`src/rtl/cpu_pkg.sv`:
```
// cpu_pkg: shared opcodes, sequencer states, mux encodings and control bundle.
package cpu_pkg;
  typedef enum logic [3:0] {
    F_MAR  = 4'd0,
    F_RD   = 4'd1,
    F_MBR  = 4'd2,
    F_IR   = 4'd3,
    DECODE = 4'd4,
    X_RD   = 4'd5,
    X_MBR  = 4'd6,
    X_ACC  = 4'd7,
    X_WR   = 4'd8,
    HALT   = 4'd9
  } state_t;
  localparam logic [3:0] OP_LOAD     = 4'h1;
  localparam logic [3:0] OP_STORE    = 4'h2;
  localparam logic [3:0] OP_ADD      = 4'h3;
  localparam logic [3:0] OP_SUBT     = 4'h4;
  localparam logic [3:0] OP_HALT     = 4'h7;
  localparam logic [3:0] OP_SKIPCOND = 4'h8;
  localparam logic [3:0] OP_JUMP     = 4'h9;
  localparam logic [3:0] OP_CLEAR    = 4'hA;
  localparam logic [1:0] ACC_MBR  = 2'd0;
  localparam logic [1:0] ACC_ALU  = 2'd1;
  localparam logic [1:0] ACC_ZERO = 2'd2;
  localparam logic MBR_MEM = 1'b0;
  localparam logic MBR_ACC = 1'b1;
  localparam logic PC_INC  = 1'b0;
  localparam logic PC_IR   = 1'b1;
  localparam logic MAR_PC  = 1'b0;
  localparam logic MAR_IR  = 1'b1;
  localparam logic [3:0] ALU_ADD = 4'b0000;
  localparam logic [3:0] ALU_SUB = 4'b0001;
  typedef struct packed {
    logic       pc_we;
    logic       pc_sel;
    logic       mar_we;
    logic       mar_sel;
    logic       mbr_we;
    logic       mbr_sel;
    logic       ir_we;
    logic       acc_we;
    logic [1:0] acc_sel;
    logic [3:0] alu_op;
    logic       mem_we;
    logic       instr_done;
    logic       illegal_op;
    logic       halted;
  } ctrl_t;
endpackage

```
`src/rtl/control_sequencer_skip_eval.sv`:
```
// skip_eval: SKIPCOND test on the two's-complement accumulator.
module skip_eval (
  input  logic [1:0]  cond,
  input  logic [15:0] acc,
  output logic        skip
);
  logic w_zero;
  assign w_zero = (acc == 16'd0);
  assign skip = (cond == 2'd0) ? acc[15] :
                (cond == 2'd1) ? w_zero :
                (cond == 2'd2) ? (!acc[15] && !w_zero) : 1'b0;
endmodule

```
`src/rtl/control_sequencer.sv`:
```
// control_sequencer: multi-cycle fetch/decode/execute control for the accumulator CPU.
module control_sequencer
  import cpu_pkg::*;
#(
  parameter int OPC_W = 4,
  parameter int ADDR_W = 12,
  parameter int HALT_ON_ILLEGAL = 0
) (
  input  logic                    clock,
  input  logic                    reset,
  input  logic                    run,
  input  logic [OPC_W+ADDR_W-1:0] ir_in,
  input  logic [15:0]             acc_in,
  output logic                    pc_we,
  output logic                    pc_sel,
  output logic                    mar_we,
  output logic                    mar_sel,
  output logic                    mbr_we,
  output logic                    mbr_sel,
  output logic                    ir_we,
  output logic                    acc_we,
  output logic [1:0]              acc_sel,
  output logic [3:0]              alu_op,
  output logic                    mem_we,
  output logic                    instr_done,
  output logic                    illegal_op,
  output logic                    halted,
  output logic [3:0]              state_dbg
);
  state_t r_state, w_next;
  ctrl_t w_c, w_out;
  logic [OPC_W-1:0] w_opc;
  logic w_skip;
  logic w_unused;
  assign w_opc = ir_in[OPC_W+ADDR_W-1 -: OPC_W];
  assign w_unused = ^ir_in[ADDR_W-3:0];
  skip_eval u_skip (
    .cond (ir_in[ADDR_W-1 -: 2]),
    .acc  (acc_in),
    .skip (w_skip)
  );
  always_ff @(posedge clock) r_state <= reset ? F_MAR : w_next;
  always_comb begin
    w_next = r_state;
    w_c = '0;
    case (r_state)
      F_MAR: if (run) begin
        w_c.mar_we = 1'b1;
        w_c.mar_sel = MAR_PC;
        w_next = F_RD;
      end
      F_RD: w_next = F_MBR;
      F_MBR: begin
        w_c.mbr_we = 1'b1;
        w_c.mbr_sel = MBR_MEM;
        w_c.pc_we = 1'b1;
        w_c.pc_sel = PC_INC;
        w_next = F_IR;
      end
      F_IR: begin
        w_c.ir_we = 1'b1;
        w_next = DECODE;
      end
      DECODE: case (w_opc)
        OP_LOAD, OP_ADD, OP_SUBT: begin
          w_c.mar_we = 1'b1;
          w_c.mar_sel = MAR_IR;
          w_next = X_RD;
        end
        OP_STORE: begin
          w_c.mar_we = 1'b1;
          w_c.mar_sel = MAR_IR;
          w_c.mbr_we = 1'b1;
          w_c.mbr_sel = MBR_ACC;
          w_next = X_WR;
        end
        OP_HALT: begin
          w_c.instr_done = 1'b1;
          w_next = HALT;
        end
        OP_SKIPCOND: begin
          w_c.pc_we = w_skip;
          w_c.pc_sel = PC_INC;
          w_c.instr_done = 1'b1;
          w_next = F_MAR;
        end
        OP_JUMP: begin
          w_c.pc_we = 1'b1;
          w_c.pc_sel = PC_IR;
          w_c.instr_done = 1'b1;
          w_next = F_MAR;
        end
        OP_CLEAR: begin
          w_c.acc_we = 1'b1;
          w_c.acc_sel = ACC_ZERO;
          w_c.instr_done = 1'b1;
          w_next = F_MAR;
        end
        default: begin
          w_c.illegal_op = 1'b1;
          w_c.instr_done = (HALT_ON_ILLEGAL == 0);
          w_next = (HALT_ON_ILLEGAL != 0) ? HALT : F_MAR;
        end
      endcase
      X_RD: w_next = X_MBR;
      X_MBR: begin
        w_c.mbr_we = 1'b1;
        w_c.mbr_sel = MBR_MEM;
        w_next = X_ACC;
      end
      X_ACC: begin
        w_c.acc_we = 1'b1;
        w_c.acc_sel = (w_opc == OP_LOAD) ? ACC_MBR : ACC_ALU;
        w_c.alu_op = (w_opc == OP_SUBT) ? ALU_SUB : ALU_ADD;
        w_c.instr_done = 1'b1;
        w_next = F_MAR;
      end
      X_WR: begin
        w_c.mem_we = 1'b1;
        w_c.instr_done = 1'b1;
        w_next = F_MAR;
      end
      HALT: w_c.halted = 1'b1;
      default: w_next = F_MAR;
    endcase
  end
  // Reset masks every control output so an aborted instruction writes nothing.
  assign w_out = reset ? '0 : w_c;
  assign {pc_we, pc_sel, mar_we, mar_sel, mbr_we, mbr_sel, ir_we, acc_we,
          acc_sel, alu_op, mem_we, instr_done, illegal_op, halted} = w_out;
  assign state_dbg = r_state;
endmodule

```
`config.mk`:
```
export PLATFORM = sky130hd
export DESIGN_NAME = control_sequencer
export DESIGN_NICKNAME = d
export VERILOG_FILES = /design/src/rtl/cpu_pkg.sv /design/src/rtl/control_sequencer_skip_eval.sv /design/src/rtl/control_sequencer.sv
export SDC_FILE = /design/constraint.sdc
export NUM_CORES = 1
export LEC_CHECK = 0
export ABC_CLOCK_PERIOD_IN_PS = 2700
export CORE_UTILIZATION = 30
export CTS_CLUSTER_DIAMETER = 30
export DETAILED_ROUTE_END_ITERATION = 8
export GPL_ROUTABILITY_DRIVEN = 0
export MAX_ROUTING_LAYER = met4
export PLACE_DENSITY = 0.88
export SLEW_MARGIN = 20
export SYNTH_ARGS = -nofsm -noshare
export SYNTH_HDL_FRONTEND = slang
export SYNTH_SLANG_ARGS = --single-unit
```
`constraint.sdc`:
```
create_clock -name clock -period 2.7 [get_ports clock]
set_clock_uncertainty 0.1 [all_clocks]
set_input_delay 0.405 -clock clock [delete_from_list [all_inputs] [get_ports clock]]
set_output_delay 0.405 -clock clock [all_outputs]
set_load 0.005 [all_outputs]
```
# Yosys cells after proc, flatten, opt, wreduce, memory -nomap -nowiden

Cells that the tools add are included.

$add $sub $neg: 0
Bitwise gates (word level): 1
Multiplexer cells: 26
Eq/ne operators: 20
Multiply operators: 0
Shifts and indexed selects: 0
Div/mod/pow operators: 0
$lt $le $gt $ge: 0
Reductions and logical operators: 12

Operators with widths:

| kind               | number |
|---|---|
| $pmux 4 s8         | 1 |
| $eq 4x3->1 const B | 6 |
| $eq 4x4->1 const B | 5 |
| $mux 18            | 1 |
| $eq 4x2->1 const B | 4 |
| $logic_not 16->1   | 1 |
| $pmux 2 s2         | 4 |
| $mux 1             | 12 |
| $pmux 4 s3         | 1 |
| $eq 4x1->1 const B | 2 |
| $reduce_or 8->1    | 1 |
| $mux 2             | 3 |
| $pmux 3 s2         | 1 |
| $logic_not 4->1    | 1 |
| $mux 4             | 1 |
| $reduce_or 2->1    | 2 |
| $reduce_or 4->1    | 1 |
| $mux 3             | 1 |
| $reduce_or 3->1    | 1 |
| $eq 2x1->1 const B | 1 |
| $eq 2x2->1 const B | 1 |
| $logic_not 1->1    | 2 |
| $logic_not 2->1    | 1 |
| $ne 2x2->1 const B | 1 |
| 4 further kinds    | 4 |

Bits of input ports: 35
RAM bits: 0
Output and inout port bits: 22
Latch bits: 0
ROM bits: 0
Memories: 0
Register bits after elaboration: 4

# Longest topological paths before layout

Gate-level depths: netlist of the first run.

Word-level depth: 9
Gate-level depth with buffers: 5
Mapped depth without buffers: 4

# Hierarchy

From an unflattened synthesis of the first run, not the netlist that was laid out.

Cell total of the unflattened synthesis: 86
Area, all modules: 605.6 um^2

By module, submodules not included:

| module            | times used | sequential area each (um^2) | cells each | area each (um^2) |
|---|---|---|---|---|
| control_sequencer | 1          | 80.1                        | 76         | 535.5 |
| skip_eval         | 1          | 0.0                         | 10         | 70.1 |

# Least setup slack after synthesis of the first run

OpenSTA, ideal clock, no wires.

Path type: reg-to-output
From: reg r_state[0], in the netlist state_dbg[0]
To: out pc_we
Slack: 580 ps
Cell stages (with the launch flop): 6
Arrival time: 1615 ps
Data required time: 2195 ps
Cell sequence: dfxtp_1 -> buf_6 -> or3_4 -> or3b_4 -> nor4_1 -> or3_1

Word-level cells in the longest chain between the ends: 3
Elaborated cells on any way between the ends: 4
Those cells by class: eq/ne: 2; mux: 2

Ends and longest elaborated chain:

| what                                     | RTL line                 | RTL |
|---|---|---|
| start: declaration                       | control_sequencer.sv:30  | `state_t r_state, w_next;` |
| start signal: assignment                 | control_sequencer.sv:42  | `always_ff @(posedge clock) r_state <= reset ? F_MAR : w_next;` |
| $eq 4x3->1 or $eq 4x2->1 (tied branches) | control_sequencer.sv:46  | `case (r_state)` |
| $pmux 2 s2 (*)                           | control_sequencer.sv:46  |  |
| $mux 18 (*)                              | control_sequencer.sv:128 | `assign w_out = reset ? '0 : w_c;` |
| end: declaration                         | control_sequencer.sv:14  | `output logic pc_we,` |

Every way passes the cells marked *; elsewhere a longest branch is shown, timed or not.

# Final worst setup path of the first run

From: in ir_in[15]
To: out pc_we

Word-level cells in the longest chain between the ends: 4
Elaborated cells on any way between the ends: 5
Those cells by class: eq/ne: 2; mux: 3

Ends and longest elaborated chain:

| what               | RTL line                 | RTL |
|---|---|---|
| start: declaration | control_sequencer.sv:12  | `input logic [OPC_W+ADDR_W-1:0] ir_in,` |
| $eq 4x4->1         | control_sequencer.sv:64  | `DECODE: case (w_opc)` |
| $pmux 2 s2 (*)     | control_sequencer.sv:64  |  |
| $pmux 2 s2 (*)     | control_sequencer.sv:46  |  |
| $mux 18 (*)        | control_sequencer.sv:128 |  |

Marks and branches as above.

==> run_results.csv, run 1 <==
group,metric,value,unit
detailed_routing,detail_route.drc_violations,0,
final_layout,multi_input_area,497,um^2
detailed_routing,drt_pass1_iterations,4,
place,dp.cells,166,
worst_setup_path,cp_slowest_stage_delay,0.48,ns
detailed_routing,ant_nets,0,
run_status,outcome,"finished clean",
hold_path,hold_depth,2,
worst_setup_path,crit_slowest_cell,"clkdlybuf4s50_1",
worst_setup_path,cp_cell_sequence,"clkdlybuf4s50_1 -> nor2b_1 -> or3b_4 -> nor4bb_2 -> or3_1 -> clkdlybuf4s15_2",
clock_network,clock_path_buffers,2,
power_and_ir_drop,power_density,239,nW/um^2
detailed_routing,num_vias,856,
die,fp.dieArea,2230,um^2
clock_network,cts-htree-levels,1,
logic_synthesis,netlist_area,614,um^2
die,die_w,47.3,um
sta,layout_min_cycle_time,2.63,ns
logic_synthesis,ys_ff_latch,4,
logic_synthesis,synthAdderAreaFrac,0,%
final_layout,diodes,0,
clock_network,clk_pin_slew,0.04,ns
worst_setup_path,path_max_fanout,4,
hold_path,min_path_type,"register to register",
logic_synthesis,ys.flop_type,"dfxtp_1",
sta,rsz0062_at_grt,"no",
detailed_routing,drt_wl_total,2.14,mm
sta,worst_slack,0.0739,ns
final_layout,area_delta_synth_final,90.8,%
final_layout,fillerInstances,182,
logic_synthesis,netlist_instances,90,
worst_setup_path,cp.required,2.19,ns
worst_setup_path,critPathBufInv,2,
place,pre_cts_ws,-0.352,ns
global_route,grt_max_degree,13,
worst_setup_path,critical_path_arrival,2.12,ns
die,core_area,1940,um^2
logic_synthesis,synth_area_per_cell,6.83,um^2
logic_synthesis,synth-compound-area-share,20.6,%
final_layout,seq_area,80.1,um^2
clock_network,cts_sinks,4,
die,start_util,31.6,%
clock_network,cts_buffers,3,
logic_synthesis,synth_top_family_by_area,"simple AND/OR/NAND/NOR gates",
die,die-height,47.3,um
logic_synthesis,synth.cells.most_frequent,"nor3_1, a21oi_1, nor2_1",
global_route,grt_pass1_wl,3.07,mm
power_and_ir_drop,combinationalPowerShare,50.2,%
sta,final.period_utilization,97.3,%
detailed_routing,wl_per_cell,12.6,um
worst_setup_path,cp_top_family,"simple AND/OR/NAND/NOR gates",
final_layout,final_util,60.4,%
logic_synthesis,synthArstFlopShare,0,%
logic_synthesis,yosysMostFrequentCell,"nor3_1",
sta,finalSetupViolCount,0,
sta,final_hold_viol_count,0,
power_and_ir_drop,p_total,280,uW
logic_synthesis,muxShareOfSynthArea,3.26,%
logic_synthesis,synthTopCellsByArea,"dfxtp_1, nor3_1, nand2b_1, nor2b_1, nor4_1",
logic_synthesis,synth_simple_gate_area_share,48.1,%
power_and_ir_drop,power.share.clock,26.4,%
worst_setup_path,endpoint_kind,"output pin",
clock_network,clock_latency,0.24,ns
sta,timing.fmax,381,MHz
final_layout,drive_gt1_share,19.0,%
global_route,grt_pass1_vias,752,
power_and_ir_drop,swShare,30.3,%
power_and_ir_drop,seqPwrFrac,23.4,%
clock_network,cts_root_buf,"clkbuf_4",
logic_synthesis,yosys.area.top_type,"dfxtp_1",
final_layout,largest_reg_flops,4,
worst_setup_path,reg2reg_depth,5,
logic_synthesis,synth_warnings,0,
logic_synthesis,synth_edf_count,0,
place,dpl.hpwl,1.72,mm
final_layout,num-nets-final,179,
final_layout,final_cells,169,
worst_setup_path,crit_cells,6,
logic_synthesis,yosys.area.top_type_share,13.0,%
global_route,grt_overflow_total,0,
detailed_routing,viasPerCell,5.07,
clock_network,cts_tree,"built",
global_route,antenna_found_initial,0,
worst_setup_path,r2r-end,"state_dbg[3]",
die,row_count,16,
logic_synthesis,synth_xor_area_share,2.85,%
logic_synthesis,seq_area_frac_synth,13.0,%
flow_run,cap_violations,0,
global_route,grt_usage,20.1,%
hold_path,min_to,"state_dbg[1]",
sta,maxSlewViolCount,0,
worst_setup_path,path_class,"primary input to output pin",
detailed_routing,drt-initial-drc-count,15,
power_and_ir_drop,p_int,196,uW
worst_setup_path,r2r_start,"state_dbg[2]",
power_and_ir_drop,power.leakage,0.000477,uW
logic_synthesis,ys_types,37,
power_and_ir_drop,vdd_drop_max,0.279,mV
power_and_ir_drop,power.switching,84.9,uW
hold_path,min_from,"state_dbg[3]",
clock_network,post_cts_buffers,0,
die,num_io_pins,57,
place,port_buffers,43,
worst_setup_path,rrSetupSlack,1.25,ns
worst_setup_path,start_kind,"primary input",
-- cells in the final DEF (no fill, tap or decap), drive strengths merged, types with 4 or more instances in the layout --
cell and count:
a21oi 6, buf 14, clkdlybuf4s50 32, dfxtp 4, dlygate4sd2 10, inv 4, nand2b 5, nor2 6
nor2b 5, nor3 9, nor4 5
-- how the worst max path moves through the flow --
stage,startpoint,to,slack (ns)
after global placement,reset,pc_we,-0.28
after global routing,ir_in[15],pc_we,0.02
final,ir_in[15],pc_we,0.07
after CTS,ir_in[12],alu_op[0],0.07
after detailed placement,reset,pc_we,-0.35
after floorplan,state_dbg[0],pc_we,0.58
-- final cells by class --
type                       count  share of cell area (%)
clock buffer                   3                    1.92
timing repair buffer          57                    44.7
sequential                     4                    6.83
inverter                       4                    1.28
multi-input combinational     74                    42.4
tap                           27                    2.88
-- tightest hold or removal path, delay by kind of cell (launching register included) --
kind,cells,cell delay [ns]
DFF,1,0.34
buffers and inverters,1,0.16
and+or+nand+nor,1,0.06
-- repair_timing --
item                                    4_1_cts  5_1_grt
hold buffers                                  0        0
resized for setup                            18        1
hold endpoints to repair                      0        0
pin swaps                                     3        0
endpoints found under the setup margin       10        1
-- power by group through the flow --
stage          logic [uW]  clock network, uW  registers, uW
6_report              141               74.0           65.8
5_1_grt               151               81.5           66.0
4_1_cts               139               76.3           65.8
3_5_place_dp          139                  0           66.5
3_3_place_gp          133                  0           66.4
2_1_floorplan        63.5                  0           67.6
-- cells by family after synthesis --
family | count (synthesis)
and+or+nand+nor | 48
buffers and inverters | 14
muxes | 2
DFF | 4
AOI/OAI and AO/OA | 19
xor gates and xnor gates | 2
other | 1
-- metal layers --
metal  up-vias  routed length (um)  GRT usage, %
met5         -                   0             -
met4         0                   0          5.14
met3         0                  77          3.46
met2        27                1160          36.2
met1       400                 901          22.4
li1        429                   -             -
-- stage by stage --
stage / hold slack (ns) / setup TNS [ns] / area [um^2]
6_report: 0.494 / 0 / 1170
5_1_grt: 0.512 / 0 / 1170
4_1_cts: 0.492 / 0 / 1170
3_5_place_dp: 0.490 / -1.66 / 1130
3_3_place_gp: 0.450 / -1.50 / 1130
2_1_floorplan: 0.382 / 0 / 622
(Power assumes the default switching activity.)
==> run 2: changes to the inputs <==
Settings changed: ABC_CLOCK_PERIOD_IN_PS 2700 to 2600, MAX_ROUTING_LAYER met4 to unset.
Clock period 2.7 ns to 2.6 ns, I/O delays scaled along.
==> run 2 against run 1 <==
Clock power decreased by 1%. Largest cell class unchanged. Via count is 1.9% higher. Combinational power up 8%. Flip-flop and latch count stayed put. First-iteration DRC count grew 40%. Critical endpoint unchanged. Wire length up 4.4%. Setup slack lost 0.046 ns. Sequential power up 3.8%. Worst hold slack lost 0.0062 ns.
==> run_results.csv, run 2 (synthesis gave the netlist of run 1 again) <==
group,metric,value,unit
die,fp.dieArea,2230,um^2
sta,finalSetupViolCount,0,
die,die_w,47.3,um
final_layout,layout_commonest_cell,"clkdlybuf4s50_1",
clock_network,cts_tree,"built",
clock_network,hold_buffers,0,
detailed_routing,drt-initial-drc-count,21,
worst_setup_path,path_class,"primary input to output pin",
detailed_routing,viasPerCell,5.10,
detailed_routing,drt_wl_total,2.23,mm
clock_network,clock_latency,0.23,ns
global_route,use_met3,2.31,%
power_and_ir_drop,vdd_drop_max,0.242,mV
final_layout,final_util,62.6,%
power_and_ir_drop,swShare,29.6,%
detailed_routing,detail_route.drc_violations,0,
power_and_ir_drop,seqPwrFrac,23.3,%
global_route,globalRouteMet2Util,31.8,%
sta,rsz0062_at_grt,"yes",
power_and_ir_drop,power.leakage,0.000510,uW
power_and_ir_drop,p_total,293,uW
clock_network,clk_pin_slew,0.03,ns
final_layout,num-nets-final,181,
clock_network,cts_root_buf,"clkbuf_4",
sta,timing.fmax,389,MHz
final_layout,drive_gt1_share,21.5,%
die,num_io_pins,57,
final_layout,fillerInstances,178,
worst_setup_path,cp.required,2.11,ns
final_layout,design_area,1210,um^2
global_route,grt_max_degree,14,
final_layout,largest_reg_flops,4,
final_layout,area_delta_synth_final,97.8,%
worst_setup_path,critPathBufInv,2,
die,start_util,31.6,%
final_layout,seq_area,80.1,um^2
clock_network,cts-htree-levels,1,
worst_setup_path,critical_path_arrival,2.08,ns
clock_network,cts_sinks,4,
global_route,grt_usage,18.5,%
global_route,grt.met1_usage,22.0,%
detailed_routing,ant_nets,0,
sta,maxSlewViolCount,0,
final_layout,diodes,0,
sta,finalSetupTns,0,ns
run_status,outcome,"finished clean",
worst_setup_path,cp_top_family,"simple AND/OR/NAND/NOR gates",
final_layout,layout_common_cells,"clkdlybuf4s50_1, buf_4, dlygate4sd2_1",
sta,hold_slack,0.488,ns
detailed_routing,wl_per_cell,13.0,um
power_and_ir_drop,power.switching,86.6,uW
worst_setup_path,cp_cell_sequence,"dlygate4sd2_1 -> or3_4 -> or3b_4 -> nor4_4 -> or3_1 -> clkdlybuf4s15_2",
detailed_routing,num_vias,872,
final_layout,multi_input_area,513,um^2
power_and_ir_drop,p_int,206,uW
place,port_buffers,43,
sta,layout_min_cycle_time,2.57,ns
global_route,antenna_found_initial,0,
die,die-height,47.3,um
flow_run,cap_violations,0,
die,row_count,16,
worst_setup_path,endpoint_kind,"output pin",
clock_network,clock_path_buffers,2,
global_route,grt_overflow_total,0,
global_route,grt_pass1_vias,728,
die,core_area,1940,um^2
place,postPlaceCellArea,1140,um^2
place,dpl.hpwl,1.70,mm
worst_setup_path,path_max_fanout,4,
clock_network,cts_buffers,3,
detailed_routing,drt_pass1_iterations,4,
sta,final_hold_viol_count,0,
worst_setup_path,crit_slowest_cell,"or3b_4",
global_route,busiest_layer,"met2",
worst_setup_path,start_kind,"primary input",
global_route,grt_pass1_wl,2.96,mm
hold_path,min_path_type,"register to register",
power_and_ir_drop,power_density,241,nW/um^2
power_and_ir_drop,combinationalPowerShare,51.8,%
power_and_ir_drop,power.share.clock,24.9,%
worst_setup_path,cp_slowest_stage_delay,0.44,ns
sta,final.period_utilization,98.9,%
-- run 2: cell types whose count changed in the layout (fill, tap and decap cells not counted) --
cell,before,now
clkdlybuf4s15_2,1,2
clkdlybuf4s50_1,32,30
nor4_2,1,0
buf_6,0,1
nor2b_4,0,1
nor2b_1,5,4
o21ai_1,0,1
buf_4,14,15
dlymetal6s2s_1,0,2
dlygate4sd2_1,10,9
nor4_4,0,1
o21ai_0,3,2
-- run 2: final cells by class --
| type | count | area share, % |
|---|---|---|
| Inverter | 4 | 1.24 |
| Timing Repair Buffer | 59 | 45.3 |
| Tap cell | 27 | 2.78 |
| Multi-Input combinational cell | 74 | 42.2 |
| Clock buffer | 3 | 1.85 |
| Sequential cell | 4 | 6.59 |
-- run 2: routing by layer --
layer | share of wire, % | wire [um]
met4 | 2.1 | 46
met3 | 2.8 | 63
met5 | 0 | 0
met1 | 41 | 925
met2 | 54 | 1190
-- run 2: repair_timing --
action                                  CTS  global route
pin swaps                                 3             2
endpoints found under the setup margin   10             3
endpoints found under the hold margin     0             0
setup buffers                             1             0
gates resized for setup                  20             8
-- run 2: worst paths after layout --
| path | startpoint | to | slack [ns] | cells after the start |
|---|---|---|---|---|
| worst min-delay path | state_dbg[3] | state_dbg[1] | 0.49 | 2 |
| worst min register to register | state_dbg[3] | state_dbg[1] | 0.49 | 2 |
| worst max-delay path | reset | pc_we | 0.03 | 6 |
| worst max register to register | state_dbg[3] | state_dbg[3] | 1.24 | 5 |
-- run 2: tightest hold or removal path: stages, from the launching register on --
cell and delay, ns:
dfxtp_1 0.33, buf_4 0.15, nor3_1 0.06
-- run 2: power by group through the flow --
stage	Combinational [uW]	Sequential, uW	Clock, uW
after global routing	163	68.4	77.8
after floorplan	65.9	70.2	0
after CTS	147	68.3	77.1
after detailed placement	145	69.2	0
final	152	68.3	72.9
after global placement	140	68.7	0
-- run 2: metrics by stage --
stage,std cells,setup slack (ns)
final,171,0.0276
after global routing,171,-0.0504
after CTS,171,0.00801
after detailed placement,167,-0.439
after global placement,167,-0.364
after floorplan,92,0.495
==> run 3: changes to the inputs <==
Settings changed: CORE_ASPECT_RATIO set to 0.8.
==> run 3 against run 2 <==
Clock power up 9.5%. Highest routed layer unchanged. Largest cell class unchanged. First-iteration DRC count up 9.5%. Sequential power up 0.7%. Sequential share of layout area up 0.076 points. Worst hold slack worse by 0.029 ns. Critical path type unchanged. Global-route usage up 4.2 points. Wire length up 14%. Combinational power about the same.
==> run_results.csv, run 3 (synthesis gave the netlist of run 1 again) <==
group,metric,value,unit
die,row_count,14,
final_layout,area_delta_synth_final,95.5,%
final_layout,layout_common_cells,"clkdlybuf4s50_1, buf_4, dlygate4sd2_1",
worst_setup_path,endpoint_kind,"output pin",
final_layout,final_cells,168,
final_layout,diodes,0,
final_layout,largest_reg_flops,4,
place,port_buffers,43,
detailed_routing,viasPerCell,5.32,
global_route,grt_overflow_total,0,
clock_network,cts_buffers,3,
worst_setup_path,rrSetupSlack,1.23,ns
detailed_routing,wl_per_cell,15.1,um
die,start_util,32.2,%
global_route,grt_max_degree,13,
global_route,antenna_found_initial,0,
clock_network,clock_path_buffers,2,
detailed_routing,drt_pass1_iterations,4,
clock_network,clk_pin_slew,0.04,ns
detailed_routing,drt_wl_total,2.54,mm
die,die-height,42.5,um
clock_network,cts-htree-levels,1,
worst_setup_path,reg2reg_depth,5,
die,die_w,52.6,um
clock_network,cts_tree,"built",
clock_network,cts_root_buf,"clkbuf_4",
worst_setup_path,path_class,"primary input to output pin",
clock_network,hold_buffers,0,
hold_path,min_path_type,"register to register",
place,dpl.hpwl,1.85,mm
die,fp.dieArea,2230,um^2
global_route,grt_pass1_wl,3.72,mm
final_layout,layout_commonest_cell,"clkdlybuf4s50_1",
die,num_io_pins,57,
final_layout,drive_gt1_share,22.2,%
sta,finalSetupViolCount,0,
final_layout,num-nets-final,181,
clock_network,clock_latency,0.24,ns
die,core_area,1910,um^2
detailed_routing,num_vias,894,
sta,maxSlewViolCount,0,
sta,final.period_utilization,98.7,%
global_route,grt_usage,22.7,%
power_and_ir_drop,vdd_drop_max,0.284,mV
clock_network,cts_sinks,4,
run_status,outcome,"finished clean",
clock_network,post_cts_buffers,0,
detailed_routing,ant_nets,0,
sta,layout_min_cycle_time,2.57,ns
place,dp.cells,165,
sta,timing.fmax,390,MHz
worst_setup_path,start_kind,"primary input",
power_and_ir_drop,power.leakage,0.000493,uW
sta,final_hold_viol_count,0,
worst_setup_path,cp.required,2.11,ns
hold_path,hold_depth,2,
worst_setup_path,path_max_fanout,4,
detailed_routing,detail_route.drc_violations,0,
power_and_ir_drop,p_total,303,uW
detailed_routing,drt-initial-drc-count,23,
flow_run,cap_violations,0,
worst_setup_path,critical_path_arrival,2.08,ns
power_and_ir_drop,power_density,252,nW/um^2
global_route,grt_pass1_vias,845,
run 3: cell types whose count changed in the layout (fill, tap and decap cells not counted):
cell and delta:
nor4_2 +1, or3b_4 -1, clkdlybuf4s50_1 +1, o32ai_2 +1, or3b_2 +1, dlymetal6s2s_1 -2, dlygate4sd2_1 +1, nor4_4 -1
o32ai_1 -1
run 3: timing repair:
action,in CTS,in global routing
resized for setup,19,7
setup endpoints to repair,10,2
hold endpoints to repair,0,0
gates cloned,0,0
pin swaps,3,1
run 3: report_power, final:
part           switching, uW  internal [uW]
clock                   28.0           51.8
sequential              2.72           66.1
combinational           65.0           89.3
total                   95.7            207
run 3: worst paths after layout:
kind                      from           end
hold reg to reg   state_dbg[2]  state_dbg[2]
setup / recovery     ir_in[15]         pc_we
setup reg to reg  state_dbg[2]  state_dbg[3]
hold / removal    state_dbg[2]  state_dbg[2]
run 3: layer usage:
metal,routed length (um),track usage (%),up-vias
met5,0,0,-
li1,-,-,430
met1,1120,30.0,418
met3,104,1.81,4
met4,57,15.3,0
met2,1260,34.4,42
run 3: cell type report:
cell class                      count  area, um^2
Timing Repair Buffer               59         544
Fill cell                         173         708
Sequential cell                     4        80.1
Multi-Input combinational cell     74         509
Tap cell                           24        30.0
Clock buffer                        3        22.5
Inverter                            4        15.0
run 3: per-stage QoR:
stage / setup WS, ns / instance area, um^2 / TNS (ns) / util [%] / hold WS [ns]
after floorplan: 0.495 / 622 / 0 / - / 0.367
after global placement: -0.330 / 1150 / -2.10 / 60.0 / 0.451
after detailed placement: -0.408 / 1150 / -2.45 / 60.0 / 0.442
after CTS: 0.0174 / 1160 / 0 / 61.0 / 0.448
after global routing: -0.0647 / 1200 / -0.0647 / 62.9 / 0.475
final: 0.0326 / 1200 / 0 / 62.9 / 0.459
run 3: critical path, cell delays in order:
cell and delay (ns):
clkdlybuf4s50_1 0.49, nor2b_4 0.15, or3b_4 0.42, nor4_1 0.28, or3_1 0.16, clkdlybuf4s15_2 0.20
